File: src/rtl/swpd_serial_xfer.sv
// swpd_serial_xfer: multi-byte serial transfer engine towards the SWPD MCU.
// Generates chip select, bit clock and inter-byte gap timing internally,
// shifts command bytes out MSB first, then polls with 0x00 bytes and decodes
// the MCU status/data replies into a coded result.
module swpd_serial_xfer #(
  parameter int CLK_DIV    = 4,
  parameter int CS_SETUP   = 8,
  parameter int GAP_CYCLES = 8,
  parameter int MAX_SEND   = 4,
  parameter int MAX_REPLY  = 4,
  parameter int MAX_POLLS  = 255
) (
  input  logic                           clk,
  input  logic                           rst_n,
  output logic                           mcu_clk,
  output logic                           mcu_data_out,
  input  logic                           mcu_data_in,
  output logic                           mcu_chip_select,
  input  logic                           enable,
  input  logic [$clog2(MAX_SEND+1)-1:0]  send_len,
  input  logic [8*MAX_SEND-1:0]          send_data,
  input  logic [$clog2(MAX_REPLY+1)-1:0] reply_len,
  input  logic                           transfer_request,
  output logic                           transfer_running,
  output logic                           transfer_done,
  output logic [7*MAX_REPLY-1:0]         receive_data,
  output logic [$clog2(MAX_REPLY+1)-1:0] receive_count,
  output logic                           transfer_error,
  output logic [2:0]                     error_code
);

  localparam int SLW  = $clog2(MAX_SEND+1);
  localparam int RLW  = $clog2(MAX_REPLY+1);
  localparam int PW   = $clog2(MAX_POLLS+1);
  localparam int RDW  = 7*MAX_REPLY;
  localparam int TM1  = (CS_SETUP > GAP_CYCLES) ? CS_SETUP : GAP_CYCLES;
  localparam int TMAX = (TM1 > 2*CLK_DIV) ? TM1 : 2*CLK_DIV;
  localparam int TW   = $clog2(TMAX+1);

  localparam logic [TW-1:0]  SETUP_LAST = TW'(CS_SETUP-1);
  localparam logic [TW-1:0]  GAP_LAST   = TW'(GAP_CYCLES-1);
  localparam logic [TW-1:0]  CLK_RISE   = TW'(CLK_DIV-1);
  localparam logic [TW-1:0]  BIT_LAST   = TW'(2*CLK_DIV-1);
  localparam logic [PW-1:0]  POLL_MAX   = PW'(MAX_POLLS);
  localparam logic [RLW-1:0] RC_MAX     = RLW'(MAX_REPLY);
  localparam logic [SLW-1:0] SEND_MAX   = SLW'(MAX_SEND);

  localparam logic [2:0] ERR_OK      = 3'd0;
  localparam logic [2:0] ERR_MCU     = 3'd1;
  localparam logic [2:0] ERR_UNKNOWN = 3'd2;
  localparam logic [2:0] ERR_LENGTH  = 3'd3;
  localparam logic [2:0] ERR_TIMEOUT = 3'd4;
  localparam logic [2:0] ERR_OVERFL  = 3'd5;
  localparam logic [2:0] ERR_ABORT   = 3'd7;

  typedef enum logic [2:0] {
    ST_IDLE  = 3'd0,
    ST_SETUP = 3'd1,
    ST_SHIFT = 3'd2,
    ST_GAP   = 3'd3,
    ST_DONE  = 3'd4
  } state_t;

  state_t             state_r;
  logic [TW-1:0]      timer_r;
  logic [2:0]         bit_cnt_r;
  logic [7:0]         tx_sh_r;
  logic [7:0]         rx_byte_r;
  logic [SLW-1:0]     send_len_r;
  logic [SLW-1:0]     sent_cnt_r;
  logic [8*MAX_SEND-1:0] send_data_r;
  logic [RLW-1:0]     reply_len_r;
  logic [PW-1:0]      poll_cnt_r;
  logic               mcu_clk_r;
  logic               mcu_data_out_r;
  logic               cs_r;
  logic               running_r;
  logic               done_r;
  logic               error_r;
  logic [2:0]         code_r;
  logic [RDW-1:0]     rdata_r;
  logic [RLW-1:0]     rcount_r;

  logic [7:0]         next_cmd_s;
  logic               cmd_left_s;
  logic [7:0]         tx_byte_s;
  logic [RDW+6:0]     rd_ext_s;
  logic               gap_end_s;
  logic [2:0]         gap_code_s;
  logic               gap_data_s;
  logic               gap_poll_s;

  assign mcu_clk          = mcu_clk_r;
  assign mcu_data_out     = mcu_data_out_r;
  assign mcu_chip_select  = cs_r;
  assign transfer_running = running_r;
  assign transfer_done    = done_r;
  assign transfer_error   = error_r;
  assign error_code       = code_r;
  assign receive_data     = rdata_r;
  assign receive_count    = rcount_r;

  // Select the next latched command byte indexed by the number already sent.
  always_comb begin
    next_cmd_s = 8'h00;
    for (int i = 0; i < MAX_SEND; i++) begin
      if (SLW'(i) == sent_cnt_r) begin
        next_cmd_s = send_data_r[8*i +: 8];
      end else begin
        next_cmd_s = next_cmd_s;
      end
    end
  end

  // Byte to shift next: remaining command bytes first, then 0x00 polls.
  always_comb begin
    cmd_left_s = (sent_cnt_r < send_len_r);
    if (cmd_left_s) begin
      tx_byte_s = next_cmd_s;
    end else begin
      tx_byte_s = 8'h00;
    end
    rd_ext_s = {rdata_r, rx_byte_r[6:0]};
  end

  // Decode the received byte at the end of the gap in priority order.
  always_comb begin
    gap_end_s  = 1'b0;
    gap_code_s = ERR_OK;
    gap_data_s = 1'b0;
    gap_poll_s = 1'b0;
    if (!enable) begin
      gap_end_s  = 1'b1;
      gap_code_s = ERR_ABORT;
    end else if (cmd_left_s) begin
      gap_end_s  = 1'b0;
    end else if (rx_byte_r[7]) begin
      if (rcount_r == RC_MAX) begin
        gap_end_s  = 1'b1;
        gap_code_s = ERR_OVERFL;
      end else begin
        gap_data_s = 1'b1;
      end
    end else if (rx_byte_r == 8'h00) begin
      if (poll_cnt_r == POLL_MAX) begin
        gap_end_s  = 1'b1;
        gap_code_s = ERR_TIMEOUT;
      end else begin
        gap_poll_s = 1'b1;
      end
    end else if (rx_byte_r == 8'h01) begin
      gap_end_s = 1'b1;
      if (rcount_r != reply_len_r) begin
        gap_code_s = ERR_LENGTH;
      end else begin
        gap_code_s = ERR_OK;
      end
    end else if (rx_byte_r == 8'h02) begin
      gap_end_s  = 1'b1;
      gap_code_s = ERR_MCU;
    end else begin
      gap_end_s  = 1'b1;
      gap_code_s = ERR_UNKNOWN;
    end
  end

  // Transfer sequencer: chip select, bit timing, shifting and result capture.
  always_ff @(posedge clk or negedge rst_n) begin
    if (!rst_n) begin
      state_r        <= ST_IDLE;
      timer_r        <= '0;
      bit_cnt_r      <= 3'd0;
      tx_sh_r        <= 8'h00;
      rx_byte_r      <= 8'h00;
      send_len_r     <= '0;
      sent_cnt_r     <= '0;
      send_data_r    <= '0;
      reply_len_r    <= '0;
      poll_cnt_r     <= '0;
      mcu_clk_r      <= 1'b0;
      mcu_data_out_r <= 1'b0;
      cs_r           <= 1'b0;
      running_r      <= 1'b0;
      done_r         <= 1'b0;
      error_r        <= 1'b0;
      code_r         <= ERR_OK;
      rdata_r        <= '0;
      rcount_r       <= '0;
    end else begin
      case (state_r)
        ST_IDLE: begin
          if (transfer_request && enable) begin
            state_r     <= ST_SETUP;
            cs_r        <= 1'b1;
            running_r   <= 1'b1;
            timer_r     <= '0;
            sent_cnt_r  <= '0;
            poll_cnt_r  <= '0;
            rdata_r     <= '0;
            rcount_r    <= '0;
            code_r      <= ERR_OK;
            send_data_r <= send_data;
            reply_len_r <= reply_len;
            // A zero length still sends one byte; oversize lengths are clamped.
            if (send_len == '0) begin
              send_len_r <= SLW'(1);
            end else if (send_len > SEND_MAX) begin
              send_len_r <= SEND_MAX;
            end else begin
              send_len_r <= send_len;
            end
          end else begin
            state_r <= ST_IDLE;
          end
        end
        ST_SETUP: begin
          if (timer_r == SETUP_LAST) begin
            state_r        <= ST_SHIFT;
            timer_r        <= '0;
            bit_cnt_r      <= 3'd0;
            mcu_clk_r      <= 1'b0;
            mcu_data_out_r <= tx_byte_s[7];
            tx_sh_r        <= {tx_byte_s[6:0], 1'b0};
            if (cmd_left_s) begin
              sent_cnt_r <= sent_cnt_r + SLW'(1);
            end else begin
              sent_cnt_r <= sent_cnt_r;
            end
          end else begin
            timer_r <= timer_r + TW'(1);
          end
        end
        ST_SHIFT: begin
          if (timer_r == BIT_LAST) begin
            timer_r   <= '0;
            mcu_clk_r <= 1'b0;
            if (bit_cnt_r == 3'd7) begin
              state_r        <= ST_GAP;
              mcu_data_out_r <= 1'b0;
            end else begin
              bit_cnt_r      <= bit_cnt_r + 3'd1;
              mcu_data_out_r <= tx_sh_r[7];
              tx_sh_r        <= {tx_sh_r[6:0], 1'b0};
            end
          end else begin
            timer_r <= timer_r + TW'(1);
            if (timer_r == CLK_RISE) begin
              mcu_clk_r <= 1'b1;
              rx_byte_r <= {rx_byte_r[6:0], mcu_data_in};
            end else begin
              mcu_clk_r <= mcu_clk_r;
            end
          end
        end
        ST_GAP: begin
          if (timer_r == GAP_LAST) begin
            timer_r <= '0;
            if (gap_end_s) begin
              state_r <= ST_DONE;
              done_r  <= 1'b1;
              error_r <= (gap_code_s != ERR_OK);
              code_r  <= gap_code_s;
            end else begin
              if (gap_data_s) begin
                rdata_r    <= rd_ext_s[RDW-1:0];
                rcount_r   <= rcount_r + RLW'(1);
                poll_cnt_r <= '0;
              end else if (gap_poll_s) begin
                poll_cnt_r <= poll_cnt_r + PW'(1);
              end else begin
                poll_cnt_r <= poll_cnt_r;
              end
              state_r        <= ST_SHIFT;
              bit_cnt_r      <= 3'd0;
              mcu_clk_r      <= 1'b0;
              mcu_data_out_r <= tx_byte_s[7];
              tx_sh_r        <= {tx_byte_s[6:0], 1'b0};
              if (cmd_left_s) begin
                sent_cnt_r <= sent_cnt_r + SLW'(1);
              end else begin
                sent_cnt_r <= sent_cnt_r;
              end
            end
          end else begin
            timer_r <= timer_r + TW'(1);
          end
        end
        ST_DONE: begin
          state_r   <= ST_IDLE;
          done_r    <= 1'b0;
          error_r   <= 1'b0;
          cs_r      <= 1'b0;
          running_r <= 1'b0;
        end
        default: begin
          state_r        <= ST_IDLE;
          timer_r        <= '0;
          mcu_clk_r      <= 1'b0;
          mcu_data_out_r <= 1'b0;
          cs_r           <= 1'b0;
          running_r      <= 1'b0;
          done_r         <= 1'b0;
          error_r        <= 1'b0;
        end
      endcase
    end
  end

endmodule

File: config.mk
export PLATFORM = sky130hd
export DESIGN_NAME = swpd_serial_xfer
export DESIGN_NICKNAME = d
export VERILOG_FILES = /design/src/rtl/swpd_serial_xfer.sv
export SDC_FILE = /design/constraint.sdc
export NUM_CORES = 1
export LEC_CHECK = 0
export CAP_MARGIN = 20
export CORE_MARGIN = 3
export CORE_UTILIZATION = 35
export CTS_BUF_LIST = sky130_fd_sc_hd__clkbuf_16
export DETAILED_ROUTE_END_ITERATION = 8
export PLACE_DENSITY = 0.58
export SYNTH_ARGS = -nofsm -noshare
export SYNTH_HDL_FRONTEND = slang
export SYNTH_SLANG_ARGS = --single-unit
export TNS_END_PERCENT = 1
File: constraint.sdc
create_clock -name clk -period 3.55 [get_ports clk]
set_input_delay 0.71 -clock clk [delete_from_list [all_inputs] [get_ports clk]]
set_output_delay 0.71 -clock clk [all_outputs]
set_load 0.1 [all_outputs]
==> results.cfg <==
[timing]
clock_skew_ns = 0.009199
min_period_over_period_pct = 84.28
layout_setup_ws_ns = 0.5579
rsz0062_at_grt = no
setup_violations = 0
setup_tns_ns = 0
slew_viol_final = 0
fin_crit_ns = 2.992
relSlewSlack_pct = 34.24
hold_violations = 0
worst_pin_slew_ns = 0.9833
timing.hold.ws_ns = 0.3798
fmax_mhz = 334.2

[floorplan]
initial_core_util_pct = 36.04
dieHeight_um = 128.8
rows = 44
die_w_um = 128.8
dieArea_mm2 = 0.01659
coreArea_mm2 = 0.01464
io_pins = 83

[routing]
viasPerCell = 4.970
dr.pass1.iters = 4
drc = 0
drt_first_iter_violations = 355
wirelength_mm = 12.53
postRouteAntennaNets = 0
wire_per_inst_um = 14.88
vias = 4185

[finish]
drive_above_1_share_pct = 11.09
nNetsFinal = 701
design_area_mm2 = 0.006838
num_antenna_cells = 0
final_common_cell = nand2_1
fin_cells = 842
post-route-util_pct = 46.69
synthToLayoutAreaGrowth_pct = 29.56
fillers = 1415
most-common-layout-cells = 198 x nand2_1, 113 x dfrtp_1, 73 x clkdlybuf4s50_1

[place]
dpl.hpwl_mm = 8.742
place_congestion = 0.8160
portBuffers = 82
place_ws_ns = 0.5618
dp.cells = 810
placed_cell_area_mm2 = 0.006269

[global_routing]
grt_pass1_vias = 4231
grt_overflow = 0
grtUsageMet3_pct = 4.359
antenna_found_initial = 0
top_usage_layer = met1
grt.total_usage_pct = 16.09
grt.met1_usage_pct = 23.46
grtUsageMet2_pct = 23.32
grt_pass1_wl_mm = 21.11
grt_max_degree = 114

[worst_setup_path]
path_class = reg2reg
start_kind = flop
critPathTopFamily = simple AND/OR/NAND/NOR gates
crit_chain = or4_1 > or3_4 > o311ai_4 > a21oi_2 > nor4_4 > mux2_2
required_ns = 3.84
crit_buf_inv = 0
cp.arrival_ns = 3.28
crit_path_top_delay_cell = nor4_4
crit_path_max_fanout = 10
slowest_delay_ns = 0.62
end_kind = flop

[clock_tree]
post_cts_buffers = 0
cts-root-buf = clkbuf_16
clock-sinks = 113
cts_buffers = 17
cts_tree = built
insertion_delay_ns = 0.41
cts_resized = 0
h-tree-depth = 4
cts.reportedPaths.clkPinSlew_ns = 0.05
holdBufCountCts = 0
clockBufferDepth = 2

[logic_synthesis]
netlist_area_mm2 = 0.005278
ys_seq_elements = 113
synth_seq_area_share_pct = 53.58
ys_warn_count = 0
postSynthAreaPerCell_um2 = 9.324
synth_cell_types = 47
synthCells = 566
synth_fp_nets = 622

[run_status]
outcome = finished, final reports clean

[power]
irDropWorstVdd_mv = 0.3999
totalPowerFinal_mw = 5.413
pwr_density_cell_mw_per_mm2 = 791.7
p_leak_nw = 3.141

[run]
cap_violations = 0

[worst_hold_path]
hp-class = in2async
[registers in the layout, indices dropped and copies added, names as in the netlist, 3 cells and up]
| register | flops |
|---|---|
| rx_byte_r | 8 |
| tx_sh_r | 7 |
| reply_len_r | 3 |
| bit_cnt_r | 3 |
| send_len_r | 3 |
| state_r | 3 |
| error_code | 3 |
| timer_r | 4 |
| receive_count | 3 |
| sent_cnt_r | 3 |
| send_data_r | 32 |
| receive_data | 28 |
| poll_cnt_r | 8 |
[kinds of logic (layout without fill, tap and decap cells)]
| family | Yosys count | after routing | share of synthesized area, % |
|---|---|---|---|
| compound gates | 115 | 115 | 13.89 |
| flops | 113 | 113 | 53.58 |
| buf+inv | 41 | 133 | 2.987 |
| xor+xnor | 6 | 6 | 0.9957 |
| fa+ha+maj | 13 | 13 | 3.082 |
| mux | 23 | 23 | 4.789 |
| simple gates | 255 | 255 | 20.67 |
[final timing paths]
check                           startpoint               end  slack, ns  cells past startpoint
setup / recovery              rx_byte_r[6]        tx_sh_r[3]       0.56                      6
hold / removal                       rst_n  transfer_running       0.38                      2
setup reg to reg              rx_byte_r[6]        tx_sh_r[3]       0.56                      6
hold reg to reg            send_data_r[22]   send_data_r[22]       0.48                      2
max in group asynchronous            rst_n   receive_data[0]       2.71                      2
min in group clk           send_data_r[22]   send_data_r[22]       0.48                      2
[synthesized netlist by cell type (all sizes together)]
master / number / area (um^2)
o22a: 1 / 8.760
inv: 13 / 48.80
or4: 2 / 15.01
a211oi: 1 / 7.510
nand3b: 1 / 7.510
o21ai: 56 / 280.3
xor2: 4 / 35.03
nand2b: 4 / 25.02
a22oi: 14 / 105.1
nand2: 199 / 747.0
xnor2: 2 / 17.52
a32o: 2 / 20.02
nor4b: 1 / 8.760
and2: 3 / 18.77
dfrtp: 113 / 2828
nand3: 4 / 20.02
o31ai: 5 / 37.54
mux2: 18 / 202.7
ha: 13 / 162.7
or3: 2 / 17.52
o311ai: 1 / 26.28
a31oi: 6 / 37.54
buf: 2 / 11.26
a311oi: 1 / 8.760
nor3b: 1 / 12.51
a21o: 3 / 22.52
clkbuf: 26 / 97.59
nor4: 2 / 27.53
and4: 1 / 8.760
and3: 4 / 25.02
a211o: 1 / 8.760
nor2b: 5 / 31.28
o22ai: 2 / 12.51
a22o: 8 / 70.07
o31a: 1 / 8.760
and3b: 2 / 17.52
mux2i: 5 / 50.05
or2: 2 / 12.51
nor3: 7 / 35.03
o21a: 4 / 30.03
or3b: 1 / 8.760
nor2: 14 / 52.55
a21oi: 9 / 48.80
[cell type report]
class	count	area, um^2	area share [%]
well taps	184	230.2	3.367
clock inverters	15	143.9	2.104
inverters	13	48.80	0.7136
clock buffers	17	425.4	6.221
multi-input cells	412	2306	33.72
flip-flops and latches	113	2828	41.35
repair buffers	88	855.8	12.52
[where the power goes]
group,total (mW),switching (mW),internal [mW]
sequential,1.92,0.273,1.64
combinational,1.87,1.22,0.658
clock,1.62,0.602,1.02
total,5.41,2.09,3.32
[metal layers]
layer	wire, um	vias up
met5	0	-
met1	6158	2009
li1	-	2073
met4	180	0
met3	532	14
met2	5658	89
Power figures use the tool's default switching activity.
